### config.mk
export PLATFORM = sky130hd
export DESIGN_NAME = adder_4bit_bist
export DESIGN_NICKNAME = d
export VERILOG_FILES = /design/src/rtl/adder_bist_pkg.sv /design/src/rtl/adder_4bit_bist_vec_gen.sv /design/src/rtl/adder_4bit_bist.sv
export SDC_FILE = /design/constraint.sdc
export NUM_CORES = 1
export LEC_CHECK = 0
export ABC_AREA = 1
export CAP_MARGIN = 15
export CORE_MARGIN = 2
export CORE_UTILIZATION = 28
export DETAILED_ROUTE_END_ITERATION = 6
export PLACE_DENSITY = 0.54
export SLEW_MARGIN = 30
export SYNTH_ARGS = -nofsm -noshare
export SYNTH_HDL_FRONTEND = slang
export SYNTH_SLANG_ARGS = --single-unit
### constraint.sdc
create_clock -name clk -period 2.5 [get_ports clk]
set_input_delay 0.25 -clock clk [delete_from_list [all_inputs] [get_ports clk]]
set_output_delay 0.25 -clock clk [all_outputs]
set_load 0.005 [all_outputs]
### src/rtl/adder_bist_pkg.sv
// Shared types, widths and the reference adder function for the adder BIST engine.
package adder_bist_pkg;

    localparam int unsigned DEF_WIDTH = 4;
    localparam int unsigned VEC_W     = 2 * DEF_WIDTH + 1;
    localparam int unsigned ERR_W     = 2 * DEF_WIDTH + 2;
    // Widest operand golden_sum accepts; callers zero-extend narrower operands.
    localparam int unsigned MAX_W     = 16;
    // Settle counter width; SETTLE_CYCLES is limited to 1..15.
    localparam int unsigned WAIT_W    = 4;

    typedef enum logic [1:0] {
        ST_IDLE,
        ST_SETTLE,
        ST_CHECK,
        ST_DONE
    } bist_state_e;

    // Full-precision a + b + cin; the extra bit is the carry out.
    function automatic logic [MAX_W:0] golden_sum(
        input logic [MAX_W-1:0] a,
        input logic [MAX_W-1:0] b,
        input logic             cin
    );
        golden_sum = {1'b0, a} + {1'b0, b} + {{MAX_W{1'b0}}, cin};
    endfunction

endpackage

### src/rtl/adder_4bit_bist_vec_gen.sv
// Vector counter, settle wait counter and last-vector flag for the BIST sweep.
module bist_vec_gen
    import adder_bist_pkg::*;
#(
    parameter int unsigned VW            = VEC_W,
    parameter int unsigned SETTLE_CYCLES = 1
) (
    input  logic          clk,
    input  logic          rst,
    input  logic          clear,
    input  logic          advance,
    input  logic          dec_wait,
    output logic [VW-1:0] vec,
    output logic          wait_zero,
    output logic          last_vec
);

    localparam logic [WAIT_W-1:0] RELOAD = WAIT_W'(SETTLE_CYCLES - 1);

    logic [VW-1:0]     vec_q, vec_d;
    logic [WAIT_W-1:0] wait_q, wait_d;

    // Next vector / wait value: clear beats advance beats decrement.
    always_comb begin
        vec_d  = vec_q;
        wait_d = wait_q;
        if (clear) begin
            vec_d  = '0;
            wait_d = RELOAD;
        end else if (advance) begin
            vec_d  = vec_q + VW'(1);
            wait_d = RELOAD;
        end else if (dec_wait) begin
            wait_d = wait_q - WAIT_W'(1);
        end
    end

    // Counter registers.
    always_ff @(posedge clk or posedge rst) begin
        if (rst) begin
            vec_q  <= '0;
            wait_q <= '0;
        end else begin
            vec_q  <= vec_d;
            wait_q <= wait_d;
        end
    end

    assign vec       = vec_q;
    assign wait_zero = (wait_q == '0);
    assign last_vec  = (vec_q == '1);

endmodule

### src/rtl/adder_4bit_bist.sv
// Exhaustive self-test sweep for an adder: drives {cin,a,b}, checks {cout,sum}.
module adder_4bit_bist
    import adder_bist_pkg::*;
#(
    parameter int unsigned WIDTH         = DEF_WIDTH,
    parameter int unsigned SETTLE_CYCLES = 1
) (
    input  logic               clk,
    input  logic               rst,
    input  logic               start,
    output logic [WIDTH-1:0]   a_out,
    output logic [WIDTH-1:0]   b_out,
    output logic               cin_out,
    input  logic [WIDTH-1:0]   sum_in,
    input  logic               cout_in,
    output logic               busy,
    output logic               done,
    output logic               pass,
    output logic [2*WIDTH+1:0] err_count,
    output logic [2*WIDTH:0]   first_fail,
    output logic               fail_seen
);

    localparam int unsigned VW = 2 * WIDTH + 1;
    localparam int unsigned EW = 2 * WIDTH + 2;

    bist_state_e   state_q, state_d;
    logic          clear, advance, dec_wait;
    logic [VW-1:0] vec;
    logic          wait_zero, last_vec;

    logic          busy_q, busy_d;
    logic          done_q, done_d;
    logic          pass_q, pass_d;
    logic [EW-1:0] err_count_q, err_count_d;
    logic [VW-1:0] first_fail_q, first_fail_d;
    logic          fail_seen_q, fail_seen_d;

    logic [MAX_W:0] gold_full;
    logic           mismatch;
    logic [EW-1:0]  err_inc;

    bist_vec_gen #(
        .VW            (VW),
        .SETTLE_CYCLES (SETTLE_CYCLES)
    ) u_vec_gen (
        .clk       (clk),
        .rst       (rst),
        .clear     (clear),
        .advance   (advance),
        .dec_wait  (dec_wait),
        .vec       (vec),
        .wait_zero (wait_zero),
        .last_vec  (last_vec)
    );

    // Operands are zero-extended into the shared golden function, so its upper
    // result bits are zero and the full-width compare is exact.
    always_comb begin
        gold_full = golden_sum(MAX_W'(vec[WIDTH-1:0]), MAX_W'(vec[2*WIDTH-1:WIDTH]), vec[VW-1]);
        mismatch  = ((MAX_W + 1)'({cout_in, sum_in}) != gold_full);
        err_inc   = (err_count_q == '1) ? err_count_q : err_count_q + EW'(1);
    end

    // State register.
    always_ff @(posedge clk or posedge rst) begin
        if (rst) state_q <= ST_IDLE;
        else     state_q <= state_d;
    end

    // Next-state logic.
    always_comb begin
        state_d = state_q;
        case (state_q)
            ST_IDLE, ST_DONE: if (start) state_d = ST_SETTLE;
            ST_SETTLE:        if (wait_zero) state_d = ST_CHECK;
            ST_CHECK:         state_d = last_vec ? ST_DONE : ST_SETTLE;
            default:          state_d = ST_IDLE;
        endcase
    end

    // Counter controls and result register updates per state.
    always_comb begin
        clear        = 1'b0;
        advance      = 1'b0;
        dec_wait     = 1'b0;
        busy_d       = busy_q;
        done_d       = done_q;
        pass_d       = pass_q;
        err_count_d  = err_count_q;
        first_fail_d = first_fail_q;
        fail_seen_d  = fail_seen_q;
        case (state_q)
            ST_IDLE, ST_DONE: begin
                if (start) begin
                    clear        = 1'b1;
                    busy_d       = 1'b1;
                    done_d       = 1'b0;
                    pass_d       = 1'b0;
                    err_count_d  = '0;
                    first_fail_d = '0;
                    fail_seen_d  = 1'b0;
                end
            end
            ST_SETTLE: begin
                dec_wait = !wait_zero;
            end
            ST_CHECK: begin
                if (mismatch) begin
                    err_count_d = err_inc;
                    if (!fail_seen_q) begin
                        first_fail_d = vec;
                        fail_seen_d  = 1'b1;
                    end
                end
                if (last_vec) begin
                    busy_d = 1'b0;
                    done_d = 1'b1;
                    pass_d = (err_count_d == '0);
                end else begin
                    advance = 1'b1;
                end
            end
            default: ;
        endcase
    end

    // Result registers.
    always_ff @(posedge clk or posedge rst) begin
        if (rst) begin
            busy_q       <= 1'b0;
            done_q       <= 1'b0;
            pass_q       <= 1'b0;
            err_count_q  <= '0;
            first_fail_q <= '0;
            fail_seen_q  <= 1'b0;
        end else begin
            busy_q       <= busy_d;
            done_q       <= done_d;
            pass_q       <= pass_d;
            err_count_q  <= err_count_d;
            first_fail_q <= first_fail_d;
            fail_seen_q  <= fail_seen_d;
        end
    end

    assign b_out      = vec[WIDTH-1:0];
    assign a_out      = vec[2*WIDTH-1:WIDTH];
    assign cin_out    = vec[VW-1];
    assign busy       = busy_q;
    assign done       = done_q;
    assign pass       = pass_q;
    assign err_count  = err_count_q;
    assign first_fail = first_fail_q;
    assign fail_seen  = fail_seen_q;

endmodule
# [Yosys cells after proc, flatten, opt, wreduce, memory -nomap -nowiden]
# Cells that the tools add are included.
[op_classes] addsub=5 n_eq_ne=11 n_mux=33 n_reduce_logical=13
[ops] op="9-bit two-way mux" n=5
[ops] op="10-bit two-way mux" n=4
[ops] op="10-bit one-hot mux with 2 select lines" n=1
[ops] op="9-bit one-hot mux with 2 select lines" n=1
[ops] op="4-bit two-way mux" n=3
[ops] op="1-bit two-way mux" n=11
[ops] op="10-bit by 1-bit adder with 10-bit output, second input constant" n=1
[ops] op="10-bit == test, second input constant" n=1
[ops] op="10-bit zero test" n=1
[ops] op="2-bit != test, second input constant" n=5
[ops] op="9-bit by 1-bit adder with 9-bit output, second input constant" n=1
[ops] op="9-bit == test, second input constant" n=1
[ops] op="1-bit one-hot mux with 2 select lines" n=4
[ops] op="5-bit by 1-bit adder with 6-bit output" n=1
[ops] op="2-bit two-way mux" n=3
[ops] op="5-bit by 6-bit != test with 1-bit output" n=1
[ops] op="2-bit one-hot mux with 3 select lines" n=1
[ops] op="3-bit AND reduction" n=2
[ops] op="4-bit by 4-bit adder with 5-bit output" n=1
[ops] op="2-bit == test, second input constant" n=2
[ops] op="4-bit zero test" n=1
[ops] op="2-bit AND reduction" n=2
[ops] op="4-bit AND reduction" n=1
[ops] op="2-bit nonzero test" n=2
[ops] op="6 further kinds" n=6
[word_totals] register_bits=38 in_bits=8 output_inout_bits=32 word_cells=71

# [Longest topological paths before layout]
[depth] depth_word=8 ltp_mapped=19 mapped_depth_nobuf=18

# [By module]
# A second synthesis with hierarchy kept.
[unflattened] cells_unflattened=330 hier_area_um2=2523.7
[by_module_without_submodules] module="adder_4bit_bist" instances=1 cells_per_inst=252 area_per_inst_um2=1824.2 seq_area_each_um2=625.6
[by_module_without_submodules] module="bist_vec_gen" instances=1 cells_per_inst=78 area_per_inst_um2=699.4 seq_area_each_um2=325.3

# [Worst setup path after synthesis]
# OpenSTA, ideal clock, no wires.
[synth_timing] path_type="reg-to-reg" from="register u_vec_gen.vec_q[4] (netlist: u_vec_gen.vec[4])" to="register pass_q (netlist: pass)" setup_ps=116 arrival_ps=2457 required_ps=2384 slack_ps=-73 stages_incl_launch_ff=16 n_path_buf=1 synth_period_minus_slack_ps=2573 cell_sequence="dfrtp_1 inv_1 fa_1 inv_1 fa_1 xnor2_1 nand2_1 nor2_8 nand3_4 buf_6 o21ai_1 clkinv_1 nand2_1 nor2_1 nand2_1 nand2_1"
[synth_via] elab_chain_cells=8 elab_cells_between_ends=11 cone_classes="add/sub: 2; eq/ne: 3; mux: 4; reduce/logical: 2"
[synth_lines] element="from (decl)" line="adder_4bit_bist_vec_gen.sv:20" source="logic [VW-1:0] vec_q, vec_d;"
[synth_lines] element="from (signal assigned)" line="adder_4bit_bist_vec_gen.sv:44" source="vec_q <= vec_d;"
[synth_lines] element="4-bit by 4-bit adder with 5-bit output" line="adder_bist_pkg.sv:25" source="golden_sum = {1'b0, a} + {1'b0, b} + {{MAX_W{1'b0}}, cin};"
[synth_lines] element="5-bit by 1-bit adder with 6-bit output" line="adder_bist_pkg.sv:25"
[synth_lines] element="5-bit by 6-bit != test with 1-bit output" line="adder_4bit_bist.sv:61" source="mismatch = ((MAX_W + 1)'({cout_in, sum_in}) != gold_full);"
[synth_lines] element="10-bit two-way mux" line="adder_4bit_bist.sv:109" source="if (mismatch) begin"
[synth_lines] element="10-bit two-way mux" line="adder_4bit_bist.sv:93" source="case (state_q)"
[synth_lines] element="10-bit zero test" line="adder_4bit_bist.sv:119" source="pass_d = (err_count_d == '0);"
[synth_lines] element="1-bit two-way mux" line="adder_4bit_bist.sv:116" source="if (last_vec) begin"
[synth_lines] element="1-bit one-hot mux with 2 select lines" line="adder_4bit_bist.sv:93"
[synth_lines] element="to (signal assigned)" line="adder_4bit_bist.sv:140" source="pass_q <= pass_d;"
[synth_lines] element="to (decl)" line="adder_4bit_bist.sv:34" source="logic pass_q, pass_d;"
# Several ways; a longest one is shown, not always the timed one. The select of a mux whose other input is x is not followed.
# A chain may end at the register's enable or synchronous reset.

# [Final worst setup path]
[layout_timing] from="register u_vec_gen.vec_q[4] (netlist: u_vec_gen.vec[4])" to="register first_fail_q[5] (netlist: first_fail[5])"
[layout_via] elab_chain_cells=5
[layout_lines] element="4-bit by 4-bit adder with 5-bit output" line="adder_bist_pkg.sv:25"
[layout_lines] element="5-bit by 1-bit adder with 6-bit output" line="adder_bist_pkg.sv:25"
[layout_lines] element="5-bit by 6-bit != test with 1-bit output" line="adder_4bit_bist.sv:61"
[layout_lines] element="2-bit != test (no source line)"
[layout_lines] element="4-bit AND reduction (no source line)"
[layout_lines] element="to (signal assigned)" line="adder_4bit_bist.sv:142" source="first_fail_q <= first_fail_d;"
[layout_lines] element="to (decl)" line="adder_4bit_bist.sv:36" source="logic [VW-1:0] first_fail_q, first_fail_d;"
# No other way between the ends.

==> tab_implementation.tex <==
\begin{tabular}{lr}
\hline
Metric & Value \\
\hline
\multicolumn{2}{l}{\textbf{Yosys}} \\
\quad Most repeated cell in the gate-level netlist after synthesis & sky130\_fd\_sc\_hd\_\_nand2\_1 \\
\quad Synth top area cells & sky130\_fd\_sc\_hd\_\_dfrtp\_1 39\%, sky130\_fd\_sc\_hd\_\_nand2\_1 11\%, sky130\_fd\_sc\_hd\_\_inv\_1 9.4\%, sky130\_fd\_sc\_hd\_\_ha\_1 5.6\%, sky130\_fd\_sc\_hd\_\_nor2\_1 3.5\% \\
\quad Post-synthesis register bit count & 38 \\
\quad Prevailing post-synth register cell & sky130\_fd\_sc\_hd\_\_dfrtp\_1 \\
\quad Async set-or-reset flop fraction in the synthesized netlist & between 90\% and 100\% \\
\quad Most area-hungry cell type in the Yosys netlist & sky130\_fd\_sc\_hd\_\_dfrtp\_1 \\
\quad Netlist Area Pre-Place & $\sim$2400 µm² \\
\quad Total number of yosys warnings & 0 \\
\quad Sequential element share of the synthesized area & approximately two fifths \\
\quad Distinct cells, synth & 33 \\
\quad EDFF count, synth & 0 \\
\quad Synthesized area divided by synthesized cell count & between 7 and 8 µm² \\
\quad Post-synth net total & 339 \\
\quad Number of standard cells after synthesis & 318 \\
\quad Synth top area share & approximately 39\% \\
\quad Top cells by count, synth & 71 x sky130\_fd\_sc\_hd\_\_nand2\_1, 61 x sky130\_fd\_sc\_hd\_\_inv\_1, 38 x sky130\_fd\_sc\_hd\_\_dfrtp\_1 \\
\multicolumn{2}{l}{\textbf{Timing}} \\
\quad Unrepaired setup endpoints after global routing & true \\
\quad Worst Hold Slack & approximately 0.37 ns \\
\quad Relative slew slack & roughly 62\% \\
\quad Maximum operating frequency & slightly above 400 MHz \\
\quad Fin. max-slew vios & 0 \\
\quad Final count of hold timing violations & 0 \\
\quad Period minus WS final & roughly 2.5 ns \\
\quad Tightest Pin Transition & approximately 0.56 ns \\
\quad Final number of setup-violating endpoints & 0 \\
\quad Post-Route Skew & about 0.008 ns \\
\quad Portion of the clock cycle consumed by the worst path in the final layout & $\sim$99\% \\
\multicolumn{2}{l}{\textbf{Drt}} \\
\quad Post-Route WL & 6050 µm \\
\quad Per-cell via count in the routed design & around 4.6 \\
\quad Total via count after detailed routing & $\sim$2200 \\
\quad Iteration count of the initial detailed-routing pass & 6 \\
\quad Post-DR wirelength/cell & about 12 µm \\
\quad Number of design rule violations left after detail routing & 0 \\
\quad DR iter-0 viols & 91 \\
\quad Antenna-violating nets left & 0 \\
\multicolumn{2}{l}{\textbf{Placement}} \\
\quad Placer's final routability congestion estimate & between 0.8 and 0.9 \\
\quad Detailed placement HPWL & about 4400 µm \\
\quad Buffers added on ports & 39 \\
\multicolumn{2}{l}{\textbf{CTS}} \\
\quad TritonCTS clock tree & yes \\
\quad Clock Sink Count & 38 \\
\quad Clock tree root buffer cell & sky130\_fd\_sc\_hd\_\_clkbuf\_8 \\
\quad Hold buffer count at CTS & 0 \\
\quad Clock insertion delay at the later pin of the skew report & about 0.3 ns \\
\quad Clock-pin slew on the worst setup and hold paths & 0.08 ns \\
\quad CTS H-Tree Depth & 2 \\
\quad Number of buffers inserted during clock tree synthesis & 5 \\
\quad Number of buffers on the longest clock path & 2 \\
\multicolumn{2}{l}{\textbf{Critical path}} \\
\quad Delay of the slowest critical-path stage & 0.45 ns \\
\quad Type of the setup path with the least slack & reg2reg \\
\quad Startpoint of the worst-slack reg-to-reg timing path & u\_vec\_gen.vec[4]\$\_DFFE\_PP0P\_ \\
\quad Most repeated library cell on the critical path & sky130\_fd\_sc\_hd\_\_inv\_2 \\
\quad Path length in cells of the critical path & 12 \\
\quad Critical Path Start & u\_vec\_gen.vec[4]\$\_DFFE\_PP0P\_ \\
\quad Signal arrival time at the worst endpoint & about 2.7 ns \\
\quad Reg2Reg Depth & 12 \\
\quad Series of cell instances along the critical path & inv\_2 -> fa\_2 -> inv\_2 -> fa\_1 -> xnor2\_2 -> nand2\_2 -> nor2\_8 -> nand3\_4 -> o21ai\_4 -> a21oi\_4 -> nand3\_2 -> o21ai\_1 \\
\quad Worst endpoint required time & $\sim$2.7 ns \\
\quad Kind of start point of the critical path & register \\
\quad Crit path max fanout & 5 \\
\quad Type of destination of the critical path & register \\
\quad Buf+Inv Stages, Crit Path & 2 \\
\quad CP max-delay cell & sky130\_fd\_sc\_hd\_\_fa\_1 \\
\quad Critical path's top delay family & adder cells \\
\multicolumn{2}{l}{\textbf{Final layout}} \\
\quad Fraction of layout cells with a size suffix above 1 & between 10\% and 20\% \\
\quad Diodes inserted & 0 \\
\quad Final Net Count & a little under 400 \\
\quad Area growth syn-to-layout & 35.0\% \\
\multicolumn{2}{l}{\textbf{Pwr}} \\
\quad Power density relative to cell area & 766 nW/µm² \\
\quad Leakage power summed over all cells & about 0.0015 µW \\
\quad Switching share of total power & just under 40\% \\
\quad Part of the total power dissipated in sequential elements & between 30\% and 40\% \\
\quad Combinational cell fraction of total power & roughly 43\% \\
\quad Clock network fraction of design power & 25.4\% \\
\quad Psw & 982 µW \\
\quad Largest voltage drop on the vdd net & between 0.0004 and 0.0005 V \\
\quad Power consumption & $\sim$2500 µW \\
\quad Internal & $\sim$1500 µW \\
\multicolumn{2}{l}{\textbf{Status}} \\
\quad Outcome & complete, no violations \\
\multicolumn{2}{l}{\textbf{Global route}} \\
\quad Global-route wire length before repair & just under 10000 µm \\
\quad Total congestion overflow after global routing & 0 \\
\quad All-Layer GR Usage & around an eighth \\
\quad Number of global-route vias before repair & slightly above 2000 \\
\quad Largest net degree at the start of global routing & 39 \\
\quad Initial antenna violation count & 0 \\
\multicolumn{2}{l}{\textbf{Run}} \\
\quad Max-cap violations & 0 \\
\multicolumn{2}{l}{\textbf{Die}} \\
\quad Chip height & roughly 97 µm \\
\quad I/O pin total & 40 \\
\quad Core area & 8590 µm² \\
\quad Number of placement rows & 34 \\
\quad Overall die area & 9500 µm² \\
\quad Initial Util & 28.5\% \\
\quad Overall die width & 97.5 µm \\
\multicolumn{2}{l}{\textbf{Hold path}} \\
\quad Class of the worst hold path & in2async \\
\hline
\end{tabular}
path summary, 6_finish.rpt:
check,slack (ns),end
setup / recovery,0.02,first_fail[5]$_DFFE_PP0P_
hold / removal,0.37,err_count[7]$_DFFE_PP0P_
setup reg to reg,0.02,first_fail[5]$_DFFE_PP0P_
hold reg to reg,0.51,done$_DFFE_PP0P_
max in group asynchronous,1.78,u_vec_gen.wait_q[1]$_DFFE_PP0P_
min in group clk,0.51,done$_DFFE_PP0P_
power by group through the flow:
| stage | Clock, µW | Combinational (µW) | Sequential [µW] |
|---|---|---|---|
| 2_1_floorplan | 0 | 628 | 803 |
| 3_3_place_gp | 0 | 970 | 807 |
| 3_5_place_dp | 0 | 988 | 810 |
| 4_1_cts | 655 | 1010 | 798 |
| 5_1_grt | 685 | 1210 | 815 |
| 6_report | 642 | 1090 | 801 |
through the flow:
step           setup TNS, ns  std cells  area [µm²]  utilization (%)  setup slack (ns)
6_report                   0        486        3300             38.4            0.0191
4_1_cts                    0        483        3200             37.2           0.00114
2_1_floorplan              0        318        2450                -            0.0231
5_1_grt               -0.461        486        3300             38.4            -0.127
3_5_place_dp         -0.0520        474        3030             35.3           -0.0403
3_3_place_gp               0        474        3030             35.3            0.0293
logic make-up after synthesis:
kind of cell               count (synthesis)  synth area share (%)
buffers and inverters                     68                  11.0
DFF                                       38                  38.9
adders and majority gates                 13                  7.26
and+or+nand+nor                          139                  27.4
xor gates and xnor gates                   7                  2.51
AOI/OAI and AO/OA                         53                  12.9
sequential cells by signal, summed over array words and instances (netlist names):
| name | flops |
|---|---|
| busy | 1 |
| done | 1 |
| err_count | 10 |
| fail_seen | 1 |
| first_fail | 9 |
| pass | 1 |
| state_q | 2 |
| u_vec_gen.vec | 9 |
| u_vec_gen.wait_q | 4 |
routing by layer:
layer	part of all wire, %	GRT usage [%]	wire length [µm]	up-vias
met5	0	0	0	-
met4	1.2	3.53	75	0
met3	3.6	2.81	218	5
met2	48	20.7	2880	43
met1	47	16.8	2870	1031
li1	-	-	-	1136
tightest hold or removal path: cells and delay by family:
kind,cells,cell delay (ns)
buffers and inverters,3,0.88
cell usage in the layout (no fill, tap or decap), types with 2 or more instances in the layout:
cell type | Yosys | final
sky130_fd_sc_hd__o22ai_1 | 13 | 8
sky130_fd_sc_hd__nand3_1 | 12 | 11
sky130_fd_sc_hd__clkbuf_8 | 0 | 5
sky130_fd_sc_hd__nand2_1 | 71 | 68
sky130_fd_sc_hd__buf_4 | 0 | 12
sky130_fd_sc_hd__nor3_1 | 3 | 2
sky130_fd_sc_hd__o22ai_2 | 0 | 5
sky130_fd_sc_hd__nand3_4 | 1 | 3
sky130_fd_sc_hd__a21oi_1 | 11 | 11
sky130_fd_sc_hd__bufinv_16 | 0 | 2
sky130_fd_sc_hd__xor2_1 | 6 | 6
sky130_fd_sc_hd__inv_2 | 4 | 6
sky130_fd_sc_hd__nor2_1 | 23 | 22
sky130_fd_sc_hd__nor2_4 | 2 | 3
sky130_fd_sc_hd__nand3_2 | 1 | 2
sky130_fd_sc_hd__ha_1 | 11 | 11
sky130_fd_sc_hd__a21oi_4 | 1 | 2
sky130_fd_sc_hd__clkdlybuf4s50_1 | 0 | 39
sky130_fd_sc_hd__o21ai_1 | 5 | 5
sky130_fd_sc_hd__nand4_1 | 9 | 9
sky130_fd_sc_hd__a22o_1 | 2 | 2
sky130_fd_sc_hd__nand2_2 | 10 | 13
sky130_fd_sc_hd__o21ai_0 | 16 | 16
sky130_fd_sc_hd__dfrtp_1 | 38 | 38
sky130_fd_sc_hd__inv_1 | 61 | 59
sky130_fd_sc_hd__nand2_4 | 2 | 2
sky130_fd_sc_hd__nor2_2 | 2 | 2
final cells by class:
cell class                      instances  area (µm²)
Tap cell                              108         135
Multi-Input combinational cell        215        1350
Timing Repair Buffer                   51         480
Sequential cell                        38         951
Clock inverter                          3        68.8
Clock buffer                            5        68.8
Fill cell                             894        5290
Inverter                               66         248
repair_timing:
action                                  4_1_cts  5_1_grt
endpoints found under the setup margin        2       13
resized for setup                             2       15
pin swaps                                     0        2
buffers inserted                              0        1
gates cloned                                  1        2
No activity file was read; power rests on OpenSTA's default activity.
